### src/rtl/beam_mask_pkg.sv
// Shared types and constants for the beam-mask scheduler.
//   NBEAMS_DEF : default total beam count
//   LO_W       : width of the low mask half written by mask_wr_i[0]
//   beam_mask_t, sched_state_t : mask payload and scheduler state types
package beam_mask_pkg;

    localparam int unsigned NBEAMS_DEF = 48;
    localparam int unsigned LO_W       = 18;

    typedef logic [NBEAMS_DEF-1:0] beam_mask_t;

    typedef enum logic [1:0] {
        IDLE   = 2'd0,
        ARMED  = 2'd1,
        GENRST = 2'd2
    } sched_state_t;

endpackage

### src/rtl/beam_mask_timeout_ctr.sv
// Clear/enable up-counter that stops at TIMEOUT_CLKS-1 and flags it.
// Ports:
//   clk, rst_n : clock, synchronous active-low reset
//   clr        : synchronous clear (dominates en)
//   en         : count enable
//   tc_c       : terminal count reached (decoded from the count register)
module beam_mask_timeout_ctr #(
    parameter int unsigned TIMEOUT_CLKS = 1024
) (
    input  logic clk,
    input  logic rst_n,
    input  logic clr,
    input  logic en,
    output logic tc_c
);

    localparam int unsigned CW = (TIMEOUT_CLKS > 1) ? $clog2(TIMEOUT_CLKS) : 1;
    localparam logic [CW-1:0] TERM = CW'(TIMEOUT_CLKS - 1);

    logic [CW-1:0] cnt;

    // Holds at the terminal value so tc_c stays asserted until cleared.
    always_ff @(posedge clk) begin
        if (!rst_n) begin
            cnt <= '0;
        end else if (clr) begin
            cnt <= '0;
        end else if (en && !tc_c) begin
            cnt <= cnt + CW'(1);
        end
    end

    assign tc_c = (cnt == TERM);

endmodule

### src/rtl/beam_mask_scheduler.sv
// Schedules shadow -> active beam-mask transfers onto trigger frame boundaries.
// Ports:
//   ifclk, ifclk_rstn : clock, synchronous active-low reset
//   gen_rst_i         : generator reset level, forces all beams masked
//   mask_i, mask_wr_i : staged mask data and per-half shadow write strobes
//   mask_update_i     : request to transfer shadow to active
//   sync_i            : frame-boundary strobe
//   status_clr_i      : clears timeout flag and coalesce count
//   active_mask_o     : mask to beams (1 = masked)
//   pending_o         : high while a transfer is armed
//   applied_o         : pulse the cycle after the active mask was loaded
//   timeout_flag_o    : sticky, set by a timeout-forced transfer
//   coalesce_cnt_o    : saturating count of requests arriving while armed
module beam_mask_scheduler
    import beam_mask_pkg::*;
#(
    parameter int unsigned NBEAMS       = NBEAMS_DEF,
    parameter int unsigned TIMEOUT_CLKS = 1024,
    parameter int unsigned CNT_W        = 8
) (
    input  logic              ifclk,
    input  logic              ifclk_rstn,
    input  logic              gen_rst_i,
    input  logic [NBEAMS-1:0] mask_i,
    input  logic [1:0]        mask_wr_i,
    input  logic              mask_update_i,
    input  logic              sync_i,
    input  logic              status_clr_i,
    output logic [NBEAMS-1:0] active_mask_o,
    output logic              pending_o,
    output logic              applied_o,
    output logic              timeout_flag_o,
    output logic [CNT_W-1:0]  coalesce_cnt_o
);

    localparam logic [CNT_W-1:0] CNT_MAX = '1;

    sched_state_t      state_q;
    sched_state_t      state_d;
    logic              req_mem_q;
    logic              req_mem_d;
    logic              apply;
    logic              forced;
    logic              tc;
    logic [NBEAMS-1:0] shadow_q;
    logic [NBEAMS-1:0] shadow_d;
    logic [NBEAMS-1:0] active_q;
    logic              pending_q;
    logic              applied_q;
    logic              flag_q;
    logic [CNT_W-1:0]  coal_q;

    // Shadow next value; a write coincident with an apply is carried into it.
    always_comb begin
        shadow_d = shadow_q;
        if (mask_wr_i[0]) begin
            shadow_d[LO_W-1:0] = mask_i[LO_W-1:0];
        end
        if (mask_wr_i[1]) begin
            shadow_d[NBEAMS-1:LO_W] = mask_i[NBEAMS-1:LO_W];
        end
    end

    // Armed-time counter; restarts every time the FSM enters ARMED.
    beam_mask_timeout_ctr #(
        .TIMEOUT_CLKS(TIMEOUT_CLKS)
    ) u_timeout_ctr (
        .clk  (ifclk),
        .rst_n(ifclk_rstn),
        .clr  (state_q != ARMED),
        .en   (state_q == ARMED),
        .tc_c (tc)
    );

    // State register.
    always_ff @(posedge ifclk) begin
        if (!ifclk_rstn) begin
            state_q   <= IDLE;
            req_mem_q <= 1'b0;
        end else begin
            state_q   <= state_d;
            req_mem_q <= req_mem_d;
        end
    end

    // Next state and apply decision; generator reset overrides everything.
    always_comb begin
        state_d   = state_q;
        req_mem_d = 1'b0;
        apply     = 1'b0;
        forced    = 1'b0;
        if (gen_rst_i) begin
            state_d   = GENRST;
            req_mem_d = mask_update_i || (state_q == ARMED) ||
                        ((state_q == GENRST) && req_mem_q);
        end else begin
            case (state_q)
                IDLE: begin
                    if (mask_update_i) begin
                        state_d = ARMED;
                    end
                end
                ARMED: begin
                    if (sync_i) begin
                        apply   = 1'b1;
                        state_d = IDLE;
                    end else if (tc) begin
                        apply   = 1'b1;
                        forced  = 1'b1;
                        state_d = IDLE;
                    end
                end
                GENRST: begin
                    state_d = (req_mem_q || mask_update_i) ? ARMED : IDLE;
                end
                default: begin
                    state_d = IDLE;
                end
            endcase
        end
    end

    // Mask registers and status.
    always_ff @(posedge ifclk) begin
        if (!ifclk_rstn) begin
            shadow_q  <= '1;
            active_q  <= '1;
            pending_q <= 1'b0;
            applied_q <= 1'b0;
            flag_q    <= 1'b0;
            coal_q    <= '0;
        end else begin
            shadow_q  <= shadow_d;
            pending_q <= (state_d == ARMED);
            applied_q <= apply;
            if (apply) begin
                active_q <= shadow_d;
            end
            if (forced) begin
                flag_q <= 1'b1;
            end else if (status_clr_i) begin
                flag_q <= 1'b0;
            end
            // An increment (even a saturated one) beats a clear.
            if ((state_q == ARMED) && mask_update_i) begin
                if (coal_q != CNT_MAX) begin
                    coal_q <= coal_q + CNT_W'(1);
                end
            end else if (status_clr_i) begin
                coal_q <= '0;
            end
        end
    end

    assign active_mask_o  = gen_rst_i ? '1 : active_q;
    assign pending_o      = pending_q;
    assign applied_o      = applied_q;
    assign timeout_flag_o = flag_q;
    assign coalesce_cnt_o = coal_q;

endmodule
### config.mk
export PLATFORM = sky130hd
export DESIGN_NAME = beam_mask_scheduler
export DESIGN_NICKNAME = d
export VERILOG_FILES = /design/src/rtl/beam_mask_pkg.sv /design/src/rtl/beam_mask_timeout_ctr.sv /design/src/rtl/beam_mask_scheduler.sv
export SDC_FILE = /design/constraint.sdc
export NUM_CORES = 1
export LEC_CHECK = 0
export CAP_MARGIN = 20
export CORE_AREA = 2 2 100 102
export CTS_BUF_LIST = sky130_fd_sc_hd__clkbuf_4 sky130_fd_sc_hd__clkbuf_8 sky130_fd_sc_hd__clkbuf_16
export DETAILED_ROUTE_END_ITERATION = 6
export DIE_AREA = 0 0 102 104
export PLACE_DENSITY = 0.91
export SETUP_SLACK_MARGIN = 0.05
export SLEW_MARGIN = 10
export SYNTH_ARGS = -nofsm -noshare
export SYNTH_HDL_FRONTEND = slang
export SYNTH_SLANG_ARGS = --single-unit
### constraint.sdc
create_clock -name ifclk -period 5 [get_ports ifclk]
set_input_delay 1 -clock ifclk [delete_from_list [all_inputs] [get_ports ifclk]]
set_output_delay 1 -clock ifclk [all_outputs]
set_load 0.01 [all_outputs]
==> tab_implementation.tex, run 1 <==
\begin{tabular}{lr}
\hline
Metric & Value \\
\hline
\multicolumn{2}{l}{\textbf{Setup path}} \\
Worst reg2reg path startpoint & u\_timeout\_ctr.cnt[0] \\
Crit Path Max Fanout & 52 \\
Top cell by count, worst path & clkdlybuf4s50\_1 \\
Cell family with most CP delay & buffers and inverters \\
Setup slack of the most critical reg-to-reg path & 2360 ps \\
Cell depth of the worst flop-to-flop path & 6 \\
Critical setup path kind & in -> out \\
Standard cell with the maximum stage delay on the critical path & clkdlybuf4s50\_1 \\
Series of cell instances along the critical path & clkdlybuf4s50\_1, buf\_4, or2\_2, clkdlybuf4s50\_1 \\
Type of element capturing the critical path & output pin \\
Longest individual stage delay on the worst path & 530 ps \\
CP Data Required Time & 4000 ps \\
Data arrival time at the worst-slack endpoint & 2590 ps \\
Buf+Inv Stages, Crit Path & 3 \\
CP Launch Type & input pin \\
Reg2Reg Capture Point & active\_q[46] \\
\multicolumn{2}{l}{\textbf{Power}} \\
IR Drop Worst-Case VDD & 240 µV \\
Pwr/cell area & 348 nW/µm² \\
Leakage & 2.60 nW \\
\multicolumn{2}{l}{\textbf{Synthesis}} \\
Synthesized netlist net count & 552 \\
Mean post-synth cell area & 10.2 µm² \\
Number of different library cells in the post-synthesis netlist & 44 \\
Fraction of registers with async set or reset after synthesis & 0\% \\
Ys Warns & 0 \\
Share of synthesized area occupied by flip-flops and latches & 47.6\% \\
Main flop type after synthesis & dfxtp\_1 \\
Count of state elements after synthesis & 120 \\
Cell count after synthesis & 494 \\
Number of synthesized flops with an enable pin & 0 \\
Syn Std Cell Area & 5050 µm² \\
\multicolumn{2}{l}{\textbf{Place}} \\
Number of I/O port buffers & 114 \\
Sum of net half-perimeters after detailed placement & 7.25 mm \\
Final GP Congestion & 0.796 \\
\multicolumn{2}{l}{\textbf{Layout}} \\
Commonest non-fill, non-tap cell in the layout & dfxtp\_1 \\
Synthesis-to-finish area growth & 35.3\% \\
Share of layout cells above drive strength 1 & 22.7\% \\
Count of antenna diodes in the layout & 0 \\
Post-layout nets & 657 \\
Most used cells in the layout excluding fill and tap cells & dfxtp\_1, clkdlybuf4s50\_1, nand2\_1, or2\_2, mux2i\_1 \\
Fill cell count & 695 \\
\multicolumn{2}{l}{\textbf{Clock network}} \\
Hold buffer count at CTS & 0 \\
Clock Latency Late Sink & 510 ps \\
Post-cts gate resize count & 0 \\
Setup repair bufs after CTS & 0 \\
Total clock buffers created by CTS & 17 \\
Number of clock sinks & 120 \\
Root cell of the clock tree & clkbuf\_8 \\
TritonCTS clock tree & done \\
Largest buffer count on any clock path & 2 \\
H-tree depth & 4 \\
Clock-pin slew of the registers on the worst-case setup and hold paths & 60 ps \\
\multicolumn{2}{l}{\textbf{Drt}} \\
Detailed router's first-iteration violation count & 105 \\
Via Count & 3,816 \\
Via density & 5.12 \\
Detailed-router iteration count before antenna repair & 4 \\
Per-cell routed wire length & 15.0 µm \\
DRC violations left & 0 \\
Antenna-violating nets left & 0 \\
Detailed-route wire length & 11.2 mm \\
\multicolumn{2}{l}{\textbf{Hold path}} \\
WHS Endpoint & shadow\_q[2] \\
Min-delay worst type & reg -> reg \\
Worst Hold Launch & shadow\_q[2] \\
Worst hold stages & 2 \\
\multicolumn{2}{l}{\textbf{STA}} \\
Summed negative setup slack over all endpoints & 0 ps \\
Maximum clock rate & 0.279 GHz \\
Max\_slew headroom & 25.1\% \\
Hold Violations, Final & 0 \\
Setup Viol. Count Final & 0 \\
Time the worst path needs with I/O delays and setup & 3590 ps \\
Unrepaired setup endpoints after global routing & false \\
Total count of max-transition violations in the final report & 0 \\
Hold WS & 467 ps \\
Transition at the pin with the smallest max-transition slack & 1120 ps \\
Clock skew after layout & 9.66 ps \\
Portion of the clock cycle consumed by the worst path in the final layout & 71.7\% \\
\multicolumn{2}{l}{\textbf{Die}} \\
Die area & 10,600 µm² \\
Core area & 9550 µm² \\
Number of cell rows & 36 \\
Effective utilization at floorplan & 52.9\% \\
Number of top-level design ports & 115 \\
Height of the chip & 104 µm \\
Die span in x & 102 µm \\
\multicolumn{2}{l}{\textbf{Outcome}} \\
Run status & completed \\
\multicolumn{2}{l}{\textbf{GRT}} \\
Wire length of the first global-routing pass & 17.8 mm \\
Grt total ovfl & 0 \\
GRT Total Usage & 21.2\% \\
Pin count of the biggest net entering global routing & 67 \\
Vias in the first global route & 3,785 \\
Initial antenna violation count & 0 \\
\multicolumn{2}{l}{\textbf{Run}} \\
Max-cap violation count & 0 \\
\hline
\end{tabular}
metrics by stage:
step	utilization (%)	std cells	setup slack [ps]	cell area, µm²	power [mW]
after floorplan	-	494	2560	5050	1.09
after global placement	65.2	713	1420	6230	1.15
after detailed placement	65.2	713	1400	6230	1.16
after CTS	71.6	745	1410	6830	2.39
after global routing	71.6	745	1300	6830	2.45
final	71.6	745	1410	6830	2.38
report_power, final:
| part | internal (mW) | switching (mW) | total, mW |
|---|---|---|---|
| clock | 0.770 | 0.465 | 1.24 |
| sequential | 0.985 | 0.00989 | 0.995 |
| combinational | 0.0777 | 0.0672 | 0.145 |
metal layers:
metal  routed length (µm)  global-route usage [%]  vias to the layer above
met2                 5660                    36.0                      103
met1                 4820                    25.0                     1811
met4                  197                    9.24                        0
li1                     -                       -                     1885
met5                    0                       0                        -
met3                  491                    5.17                       17
how the worst max path moves through the flow:
stage / endpoint / startpoint / depth (start not counted)
final: active_mask_o[47] / gen_rst_i / 4
after global routing: active_mask_o[47] / gen_rst_i / 4
after CTS: active_mask_o[47] / gen_rst_i / 4
after detailed placement: active_mask_o[47] / gen_rst_i / 4
after global placement: active_mask_o[47] / gen_rst_i / 4
after floorplan: active_mask_o[0] / gen_rst_i / 2
Yosys cell counts (all sizes together) (2+ instances only):
library cell	number	area share (%)
or3	6	0.74
o2111ai	3	0.52
and4	2	0.35
o21ai	8	0.87
or4	3	0.52
mux2i	49	9.7
clkbuf	16	1.2
nand3b	3	0.45
o22ai	2	0.25
o41ai	2	0.35
buf	15	1.8
a21oi	7	0.69
a31oi	3	0.37
inv	6	0.45
ha	2	0.50
nand2b	49	6.2
nor3	4	0.62
or2	49	6.1
xor2	2	0.35
nor2	13	0.97
nand3	5	0.59
nand2	53	3.9
a41o	2	0.40
dfxtp	120	48
a311oi	2	0.35
o31ai	2	0.30
nand4	2	0.25
a21boi	5	0.74
mux2	48	11
and3	5	0.62
registers in the layout (all words and copies together) (netlist names):
name and cells:
u_timeout_ctr.cnt 10, coalesce_cnt_o 8, timeout_flag_o 1, active_q 48, shadow_q 48, state_q 2, pending_o 1, applied_o 1
req_mem_q 1
worst register-to-register path, delay by kind of cell (launching register included):
family	cells	cell delay, ps
compound gates	1	680
fa+ha+maj	1	260
buf+inv	1	510
flops	1	340
mux	1	400
simple gates	2	330
area by class of cell:
| type | count | area (µm²) | area share (%) |
|---|---|---|---|
| inverters | 6 | 22.5 | 0.330 |
| multi-input cells | 337 | 2480 | 36.3 |
| clock inverters | 15 | 193 | 2.82 |
| repair buffers | 117 | 1150 | 16.9 |
| well taps | 133 | 166 | 2.44 |
| flip-flops and latches | 120 | 2400 | 35.2 |
| clock buffers | 17 | 414 | 6.06 |
cell families after synthesis:
family | share of synthesized area [%]
AO/OA/AOI/OAI | 5.13
XOR/XNOR | 0.520
adder cells (fa/ha/maj) | 0.495
buffers and inverters | 3.44
flip-flops | 47.6
multiplexers | 21.1
AND/OR/NAND/NOR | 21.8
Note: power is estimated with default switching activity, not from simulation.
==> run 2: changes to the inputs <==
CORE_AREA = 2 2 104 106   (was 2 2 100 102)
DIE_AREA = 0 0 106 108   (was 0 0 102 104)
PLACE_DENSITY = 0.85   (was 0.91)
clock period = 3.7 ns   (was 5 ns; I/O delays follow)
==> tab_implementation.tex, run 2 (same netlist as run 1, synthesis figures left out) <==
\begin{tabular}{lr}
\hline
Metric & Value \\
\hline
\multicolumn{2}{l}{\textbf{Die}} \\
Number of top-level design ports & 115 (unchanged) \\
Die span in x & 106 µm (+3.9\%) \\
Core area & 10,200 µm² (+7.1\%) \\
Die area & 11,400 µm² (+7.9\%) \\
Height of the chip & 108 µm (+3.8\%) \\
Effective utilization at floorplan & 49.4\% (-3.5 points) \\
Number of cell rows & 37 (+2.8\%) \\
\multicolumn{2}{l}{\textbf{Clock network}} \\
Setup repair bufs after CTS & 0 (unchanged) \\
Total clock buffers created by CTS & 17 (unchanged) \\
Largest buffer count on any clock path & 2 (unchanged) \\
H-tree depth & 4 (unchanged) \\
Hold buffer count at CTS & 0 (unchanged) \\
Clock Latency Late Sink & 510 ps (about the same) \\
Clock-pin slew of the registers on the worst-case setup and hold paths & 50 ps (about the same) \\
Number of clock sinks & 120 (unchanged) \\
Post-cts gate resize count & 0 (unchanged) \\
Root cell of the clock tree & clkbuf\_8 \\
TritonCTS clock tree & done \\
\multicolumn{2}{l}{\textbf{GRT}} \\
GRT Total Usage & 19.9\% (-1.2 points) \\
Grt total ovfl & 0 (unchanged) \\
Pin count of the biggest net entering global routing & 53 (-21\%) \\
Vias in the first global route & 3,841 (+1.5\%) \\
Wire length of the first global-routing pass & 18.2 mm (+2.0\%) \\
Initial antenna violation count & 0 (unchanged) \\
\multicolumn{2}{l}{\textbf{Layout}} \\
Commonest non-fill, non-tap cell in the layout & dfxtp\_1 \\
Post-layout nets & 659 (+0.30\%) \\
Count of antenna diodes in the layout & 0 (unchanged) \\
Synthesis-to-finish area growth & 36.4\% \\
Share of layout cells above drive strength 1 & 23.0\% (+0.25 points) \\
Fill cell count & 784 (+13\%) \\
Final Non-Filler Cells & 750 (+0.67\%) \\
Largest regs & active\_q x48, shadow\_q x48, u\_timeout\_ctr.cnt x10 \\
Most used cells in the layout excluding fill and tap cells & dfxtp\_1, clkdlybuf4s50\_1, nand2\_1, or2\_2, mux2i\_1 \\
\multicolumn{2}{l}{\textbf{Power}} \\
Pint & 2.59 mW (+41\%) \\
Switching share of power & 20.7\% (-2.1 points) \\
Sw power & 0.677 mW (+25\%) \\
Comb pwr share & 6.0\% (about the same) \\
Leakage & 2.64 nW (+1.4\%) \\
Clock group share of total power & 52.8\% (+0.8 points) \\
Pwr/cell area & 474 nW/µm² (+36\%) \\
IR Drop Worst-Case VDD & 257 µV (+6.8\%) \\
Reg power frac & 41.2\% (-0.7 points) \\
\multicolumn{2}{l}{\textbf{STA}} \\
Summed negative setup slack over all endpoints & 0 ps (unchanged) \\
Portion of the clock cycle consumed by the worst path in the final layout & 83.6\% \\
Total count of max-transition violations in the final report & 0 (unchanged) \\
Maximum clock rate & 0.323 GHz \\
Clock skew after layout & 11.1 ps (+1.46 ps) \\
Hold Violations, Final & 0 (unchanged) \\
Time the worst path needs with I/O delays and setup & 3090 ps \\
Max\_slew headroom & 36.4\% (+11 points) \\
Transition at the pin with the smallest max-transition slack & 954 ps (-166 ps) \\
Setup WS post-layout & 608 ps (-805 ps) \\
Unrepaired setup endpoints after global routing & false \\
Setup Viol. Count Final & 0 (unchanged) \\
\multicolumn{2}{l}{\textbf{Drt}} \\
Detailed-router iteration count before antenna repair & 4 (unchanged) \\
Via density & 5.04 (-1.6\%) \\
Detailed router's first-iteration violation count & 157 (+50\%) \\
DRC violations left & 0 (unchanged) \\
Per-cell routed wire length & 14.7 µm (-1.8\%) \\
Antenna-violating nets left & 0 (unchanged) \\
Detailed-route wire length & 11.0 mm (-1.1\%) \\
Via Count & 3,781 (-0.92\%) \\
\multicolumn{2}{l}{\textbf{Place}} \\
Final GP Congestion & 0.802 (+0.80\%) \\
Sum of net half-perimeters after detailed placement & 7.33 mm (+1.1\%) \\
Pre-CTS setup slack & 584 ps (-818 ps) \\
Number of I/O port buffers & 114 (unchanged) \\
Post-Place Cells & 718 (+0.70\%) \\
\multicolumn{2}{l}{\textbf{Setup path}} \\
Type of element capturing the critical path & output pin \\
Buf+Inv Stages, Crit Path & 3 (unchanged) \\
CP Data Required Time & 2960 ps (-1040 ps) \\
Standard cell with the maximum stage delay on the critical path & clkdlybuf4s50\_1 \\
Series of cell instances along the critical path & clkdlybuf4s50\_1, buf\_4, or2\_2, clkdlybuf4s50\_1 \\
Top cell by count, worst path & clkdlybuf4s50\_1 \\
Longest individual stage delay on the worst path & 550 ps (+20 ps) \\
Cell family with most CP delay & buffers and inverters \\
Data arrival time at the worst-slack endpoint & 2350 ps (-240 ps) \\
Critical setup path kind & in -> out \\
CP Launch Type & input pin \\
Crit Path Max Fanout & 52 (unchanged) \\
\multicolumn{2}{l}{\textbf{Outcome}} \\
Run status & completed \\
\multicolumn{2}{l}{\textbf{Run}} \\
Max-cap violation count & 0 (unchanged) \\
\multicolumn{2}{l}{\textbf{Hold path}} \\
Min-delay worst type & reg -> reg \\
\hline
\end{tabular}
run 2: through the flow:
stage	util, %	total power [mW]	hold WS [ps]	cell area [µm²]
floorplan	-	1.48	434	5050
global placement	61.2	1.56	444	6260
detailed placement	61.2	1.57	451	6260
CTS	67.3	3.29	466	6890
global route	67.3	3.38	484	6890
finish	67.3	3.27	461	6890
run 2: path summary, 6_finish.rpt:
kind,from,to,slack (ps),depth (start not counted)
min,shadow_q[0],shadow_q[0],460,2
max reg2reg,u_timeout_ctr.cnt[0],active_q[22],1280,6
max,gen_rst_i,active_mask_o[25],610,4
min reg2reg,shadow_q[0],shadow_q[0],460,2
run 2: layout make-up:
cell class / count / area [µm²] / share of cell area [%]
clock buffer: 21 / 463 / 6.72
multi-input combinational: 337 / 2480 / 36.0
sequential: 120 / 2400 / 34.9
tap: 136 / 170 / 2.47
clock inverter: 11 / 170 / 2.47
timing repair buffer: 119 / 1180 / 17.1
inverter: 6 / 22.5 / 0.327
run 2: tightest hold or removal path, stage by stage (launching register included):
cell	delay, ps
dfxtp_1	300
mux2i_1	50
nand2_1	70
run 2: power groups by stage:
stage / combinational, mW / clock (mW) / sequential (mW)
final: 0.197 / 1.73 / 1.35
after global routing: 0.215 / 1.81 / 1.35
after CTS: 0.199 / 1.75 / 1.35
after detailed placement: 0.197 / 0 / 1.37
after global placement: 0.192 / 0 / 1.37
after floorplan: 0.109 / 0 / 1.37
run 2: per-layer routing:
layer | GRT usage [%] | vias up | part of all wire (%)
met3 | 5.91 | 6 | 4.6
met1 | 23.9 | 1786 | 45
li1 | - | 1900 | -
met5 | 0 | - | 0
met2 | 34.5 | 89 | 50
met4 | 6.48 | 0 | 0.67
==> run 3: changes to the inputs <==
clock period = 3.2 ns   (was 3.7 ns; I/O delays follow)
==> tab_implementation.tex, run 3 (same netlist as run 1, synthesis figures left out) <==
\begin{tabular}{lr}
\hline
Metric & Value \\
\hline
\multicolumn{2}{l}{\textbf{Clock network}} \\
Total clock buffers created by CTS & 17 (unchanged) \\
Largest buffer count on any clock path & 2 (unchanged) \\
Setup repair bufs after CTS & 0 (unchanged) \\
H-tree depth & 4 (unchanged) \\
Root cell of the clock tree & clkbuf\_8 \\
Hold buffer count at CTS & 0 (unchanged) \\
TritonCTS clock tree & done \\
Clock-pin slew of the registers on the worst-case setup and hold paths & 60 ps (about the same) \\
Clock Latency Late Sink & 500 ps (about the same) \\
Post-cts gate resize count & 0 (unchanged) \\
Number of clock sinks & 120 (unchanged) \\
\multicolumn{2}{l}{\textbf{Die}} \\
Effective utilization at floorplan & 49.4\% (unchanged) \\
Number of top-level design ports & 115 (unchanged) \\
Number of cell rows & 37 (unchanged) \\
Height of the chip & 108 µm (unchanged) \\
Core area & 10,200 µm² (unchanged) \\
Die span in x & 106 µm (unchanged) \\
Die area & 11,400 µm² (unchanged) \\
\multicolumn{2}{l}{\textbf{Drt}} \\
Via density & 5.09 (+0.92\%) \\
Total met3 wirelength after detailed routing & 511 µm (+1.6\%) \\
Antenna-violating nets left & 0 (unchanged) \\
Via Count & 3,821 (+1.1\%) \\
Detailed router's first-iteration violation count & 178 (+13\%) \\
Detailed-router iteration count before antenna repair & 5 (+1) \\
Detailed-route wire length & 11.3 mm (+1.9\%) \\
Top routing layer in use & met4 \\
Per-cell routed wire length & 15.0 µm (+1.8\%) \\
DR WL met2 & 5.57 mm (+0.98\%) \\
DRC violations left & 0 (unchanged) \\
Detailed-route wire length on metal 1 & 5.09 mm (+2.8\%) \\
\multicolumn{2}{l}{\textbf{Power}} \\
Pwr/cell area & 540 nW/µm² (+14\%) \\
IR Drop Worst-Case VDD & 378 µV (+47\%) \\
Leakage & 2.65 nW (+0.34\%) \\
Post-layout power & 3.73 mW (+14\%) \\
\multicolumn{2}{l}{\textbf{Setup path}} \\
Critical setup path kind & in -> out \\
Worst reg2reg path startpoint & u\_timeout\_ctr.cnt[0] \\
Buf+Inv Stages, Crit Path & 3 (unchanged) \\
Top cell by count, worst path & clkdlybuf4s50\_1 \\
CP Data Required Time & 2560 ps (-400 ps) \\
Longest individual stage delay on the worst path & 490 ps (-60 ps) \\
Worst setup path startpoint & gen\_rst\_i \\
Type of element capturing the critical path & output pin \\
Cell family with most CP delay & buffers and inverters \\
CP Launch Type & input pin \\
Data arrival time at the worst-slack endpoint & 2090 ps (-260 ps) \\
Standard cell with the maximum stage delay on the critical path & clkdlybuf4s50\_1 \\
Crit Path Max Fanout & 52 (unchanged) \\
Series of cell instances along the critical path & clkdlybuf4s50\_1, buf\_12, or2\_2, clkdlybuf4s50\_1 \\
\multicolumn{2}{l}{\textbf{Layout}} \\
Fill cell count & 769 (-1.9\%) \\
Commonest non-fill, non-tap cell in the layout & dfxtp\_1 \\
Share of layout cells above drive strength 1 & 23.1\% (+0.13 points) \\
Largest regs & active\_q x48, shadow\_q x48, u\_timeout\_ctr.cnt x10 \\
Final Non-Filler Cells & 751 (+0.13\%) \\
Post-layout nets & 660 (+0.15\%) \\
Synthesis-to-finish area growth & 36.6\% (about the same) \\
Most used cells in the layout excluding fill and tap cells & dfxtp\_1, clkdlybuf4s50\_1, nand2\_1, or2\_2, mux2i\_1 \\
Count of antenna diodes in the layout & 0 (unchanged) \\
\multicolumn{2}{l}{\textbf{STA}} \\
Max\_slew headroom & 48.2\% (+12 points) \\
Setup WS post-layout & 466 ps (-143 ps) \\
Time the worst path needs with I/O delays and setup & 2730 ps \\
Hold Violations, Final & 0 (unchanged) \\
Unrepaired setup endpoints after global routing & false \\
Clock skew after layout & 10.3 ps (-0.822 ps) \\
Maximum clock rate & 0.366 GHz \\
Total count of max-transition violations in the final report & 0 (unchanged) \\
Portion of the clock cycle consumed by the worst path in the final layout & 85.4\% \\
Setup Viol. Count Final & 0 (unchanged) \\
Transition at the pin with the smallest max-transition slack & 774 ps (-180 ps) \\
Summed negative setup slack over all endpoints & 0 ps (unchanged) \\
\multicolumn{2}{l}{\textbf{Place}} \\
Final GP Congestion & 0.826 (+3.0\%) \\
Number of I/O port buffers & 114 (unchanged) \\
Post-Place Cells & 719 (+0.14\%) \\
Sum of net half-perimeters after detailed placement & 7.36 mm (+0.44\%) \\
Pre-CTS setup slack & 466 ps (-117 ps) \\
\multicolumn{2}{l}{\textbf{GRT}} \\
GRT Total Usage & 19.8\% (-0.18 points) \\
Pin count of the biggest net entering global routing & 100 (+89\%) \\
Initial antenna violation count & 0 (unchanged) \\
Wire length of the first global-routing pass & 18.1 mm (-0.19\%) \\
Grt total ovfl & 0 (unchanged) \\
Vias in the first global route & 3,801 (-1.0\%) \\
\multicolumn{2}{l}{\textbf{Outcome}} \\
Run status & completed \\
\multicolumn{2}{l}{\textbf{Hold path}} \\
Worst Hold Launch & shadow\_q[3] \\
Min-delay worst type & reg -> reg \\
\multicolumn{2}{l}{\textbf{Run}} \\
Max-cap violation count & 0 (unchanged) \\
\hline
\end{tabular}
## run 3: changes by cell type in the layout (fill, tap and decap cells not counted)
cell        delta
buf_4          -1
clkinv_2       +3
clkbuf_8       -3
clkbuf_4       +1
clkinv_4       -1
clkinvlp_4     -1
inv_6          +1
buf_12         +2
## run 3: final timing paths
check | endpoint | slack (ps) | cells past startpoint
setup / recovery | active_mask_o[27] | 470 | 4
hold / removal | shadow_q[3] | 460 | 2
setup reg to reg | active_q[18] | 830 | 6
hold reg to reg | shadow_q[3] | 460 | 2
## run 3: layout make-up
| cell class | count | area (µm²) | area share [%] |
|---|---|---|---|
| Sequential cell | 120 | 2400 | 34.8 |
| Clock inverter | 13 | 178 | 2.58 |
| Tap cell | 136 | 170 | 2.47 |
| Clock buffer | 19 | 429 | 6.22 |
| Multi-Input combinational cell | 337 | 2480 | 36.0 |
| Inverter | 6 | 22.5 | 0.327 |
| Timing Repair Buffer | 120 | 1210 | 17.6 |
## run 3: report_power, final
part	switching, mW	total [mW]	internal (mW)
Sequential	0.0159	1.56	1.54
Clock	0.659	1.94	1.28
Combinational	0.109	0.235	0.126
Total	0.783	3.73	2.94
## run 3: per-layer routing
layer	vias to the layer above	global-route usage, %
li1	1895	-
met1	1807	24.9
met2	113	33.7
met3	6	5.06
met4	0	5.55
met5	-	0
## run 3: through the flow
step / hold slack [ps] / util (%) / instance area (µm²)
after floorplan: 434 / - / 5050
after global placement: 443 / 61.5 / 6290
after detailed placement: 450 / 61.5 / 6290
after CTS: 464 / 67.4 / 6900
after global routing: 485 / 67.4 / 6900
final: 462 / 67.4 / 6900
## run 3: tightest hold or removal path, cell delays in order (launching register included)
cell     delay [ps]
dfxtp_1         300
mux2i_1          50
nand2_1          70
==> RTL change (flow settings as in run 3) <==
The output `applied_o` loses its register stage (`applied_q` becomes a continuous assignment).
--- a/src/rtl/beam_mask_scheduler.sv
+++ b/src/rtl/beam_mask_scheduler.sv
@@ -127,5 +127,4 @@
             active_q  <= '1;
             pending_q <= 1'b0;
-            applied_q <= 1'b0;
             flag_q    <= 1'b0;
             coal_q    <= '0;
@@ -133,5 +132,4 @@
             shadow_q  <= shadow_d;
             pending_q <= (state_d == ARMED);
-            applied_q <= apply;
             if (apply) begin
                 active_q <= shadow_d;
@@ -153,4 +151,6 @@
     end
 
+    assign applied_q = apply;
+
     assign active_mask_o  = gen_rst_i ? '1 : active_q;
     assign pending_o      = pending_q;
Formal check against the unedited RTL: not equivalent (a bounded check fails within 4 cycles, from zero or initial values and one cycle with ifclk_rstn low).
==> RTL change against run 3 <==
First-iteration DRC count fell by 28%; power decreased by 7.6%; largest power group unchanged; largest cell class unchanged; design area down 1.7%; worst setup slack lost 130 ps; via count shrank 0.84%; register-to-register slack better by 300 ps; sequential share of layout area rose by 0.31 points; synthesized area is 0.82% lower; sequential cell count is 1 lower; routed wire length is 3.4% lower.
==> RTL change: results <==
set metrics [dict create \
    status "finished clean" \
    min-delay-start "shadow_q[24]$_SDFF_PN1_" \
    intPower_mw 2.70 \
    first_iter_violations 128 \
    synth_common_cells "119 x dfxtp_1, 55 x nand2_1, 51 x nand2b_1" \
    use_met1 0.244 \
    cp_max_fo 5 \
    pre_cts_ws_ps 362 \
    worstReg2RegEnd "active_q[10]$_SDFFE_PN1P_" \
    final_nets 659 \
    wl_met3_um 515 \
    met2_length_um 5360 \
    nFillCells 763 \
    via_per_inst 5.07 \
    placed_area_mm2 0.00625 \
    num_antenna_cells 0 \
    crit_path_max_incr_delay_ps 530 \
    fin_hold_ws_ps 462 \
    cp.arrival_ps 2230 \
    antenna_found_initial 0 \
    placed_cells 718 \
    wirelength_met1_um 4870 \
    port-buffer-count 114 \
    drt-total-wl_um 10900 \
    layout-drive-gt1-share 0.230 \
    netlist_top_cells_area "dfxtp_1 48%, mux2i_1 10%, mux2_2 8.8%" \
    power_density_mw_per_mm2 508 \
    place_congestion 0.850 \
    r2r_setup_slack_ps 1130 \
    synth_cell_types 43 \
    fin_skew_ps 9.47 \
    grt_max_degree 77 \
    grt_pass1_wl_um 17900 \
    yosysSeqAreaShare 0.476 \
    dp_hpwl_um 7300 \
    cellLeakagePower_nw 2.58 \
    max-vdd-ir-drop_mv 0.339 \
    synthCells 490 \
    use_met2 0.327 \
    gr-usage-all-layers 0.196 \
    worst_slew_pin_slew_ps 896 \
    syn_nets 548 \
    holdPathEnd "shadow_q[24]$_SDFF_PN1_" \
    avgRoutedWirePerCell_um 14.5 \
    grt_use_met3 0.0452 \
]
RTL change: cell count changes after synthesis, sizes merged, moves of 3 or more:
cell,before,now
a21boi,5,2
inv,6,2
nor2,13,10
nor3b,0,4
RTL change: cells by family after synthesis:
| family | count (synthesis) | synth area share |
|---|---|---|
| XOR/XNOR | 3 | 0.00525 |
| adder cells (fa/ha/maj) | 2 | 0.00500 |
| multiplexers | 98 | 0.215 |
| buffers and inverters | 33 | 0.0307 |
| AO/OA/AOI/OAI | 33 | 0.0422 |
| flip-flops | 119 | 0.476 |
| AND/OR/NAND/NOR | 202 | 0.227 |
RTL change: worst max-delay path by stage:
| stage | endpoint | start | slack [ps] |
|---|---|---|---|
| floorplan | applied_o | u_timeout_ctr.cnt[0]$_SDFFE_PP0P_ | 1160 |
| global placement | applied_o | gen_rst_i | 390 |
| detailed placement | applied_o | gen_rst_i | 360 |
| CTS | applied_o | u_timeout_ctr.cnt[0]$_SDFFE_PP0P_ | 290 |
| global route | applied_o | u_timeout_ctr.cnt[1]$_SDFFE_PP0P_ | 180 |
| finish | applied_o | u_timeout_ctr.cnt[0]$_SDFFE_PP0P_ | 330 |
RTL change: final cells by class:
cell class	count	area, µm²	share of cell area
Multi-Input combinational cell	338	2480	0.366
Sequential cell	119	2380	0.351
Timing Repair Buffer	123	1210	0.179
Clock buffer	20	443	0.0653
Tap cell	136	170	0.0251
Clock inverter	10	82.6	0.0122
Inverter	2	7.51	0.00111
RTL change: power groups by stage:
stage               combinational (mW)  sequential, mW  clock [mW]
floorplan                        0.123            1.57           0
global placement                 0.223            1.57           0
detailed placement               0.230            1.57           0
CTS                              0.233            1.54        1.71
global route                     0.252            1.55        1.78
finish                           0.230            1.54        1.67
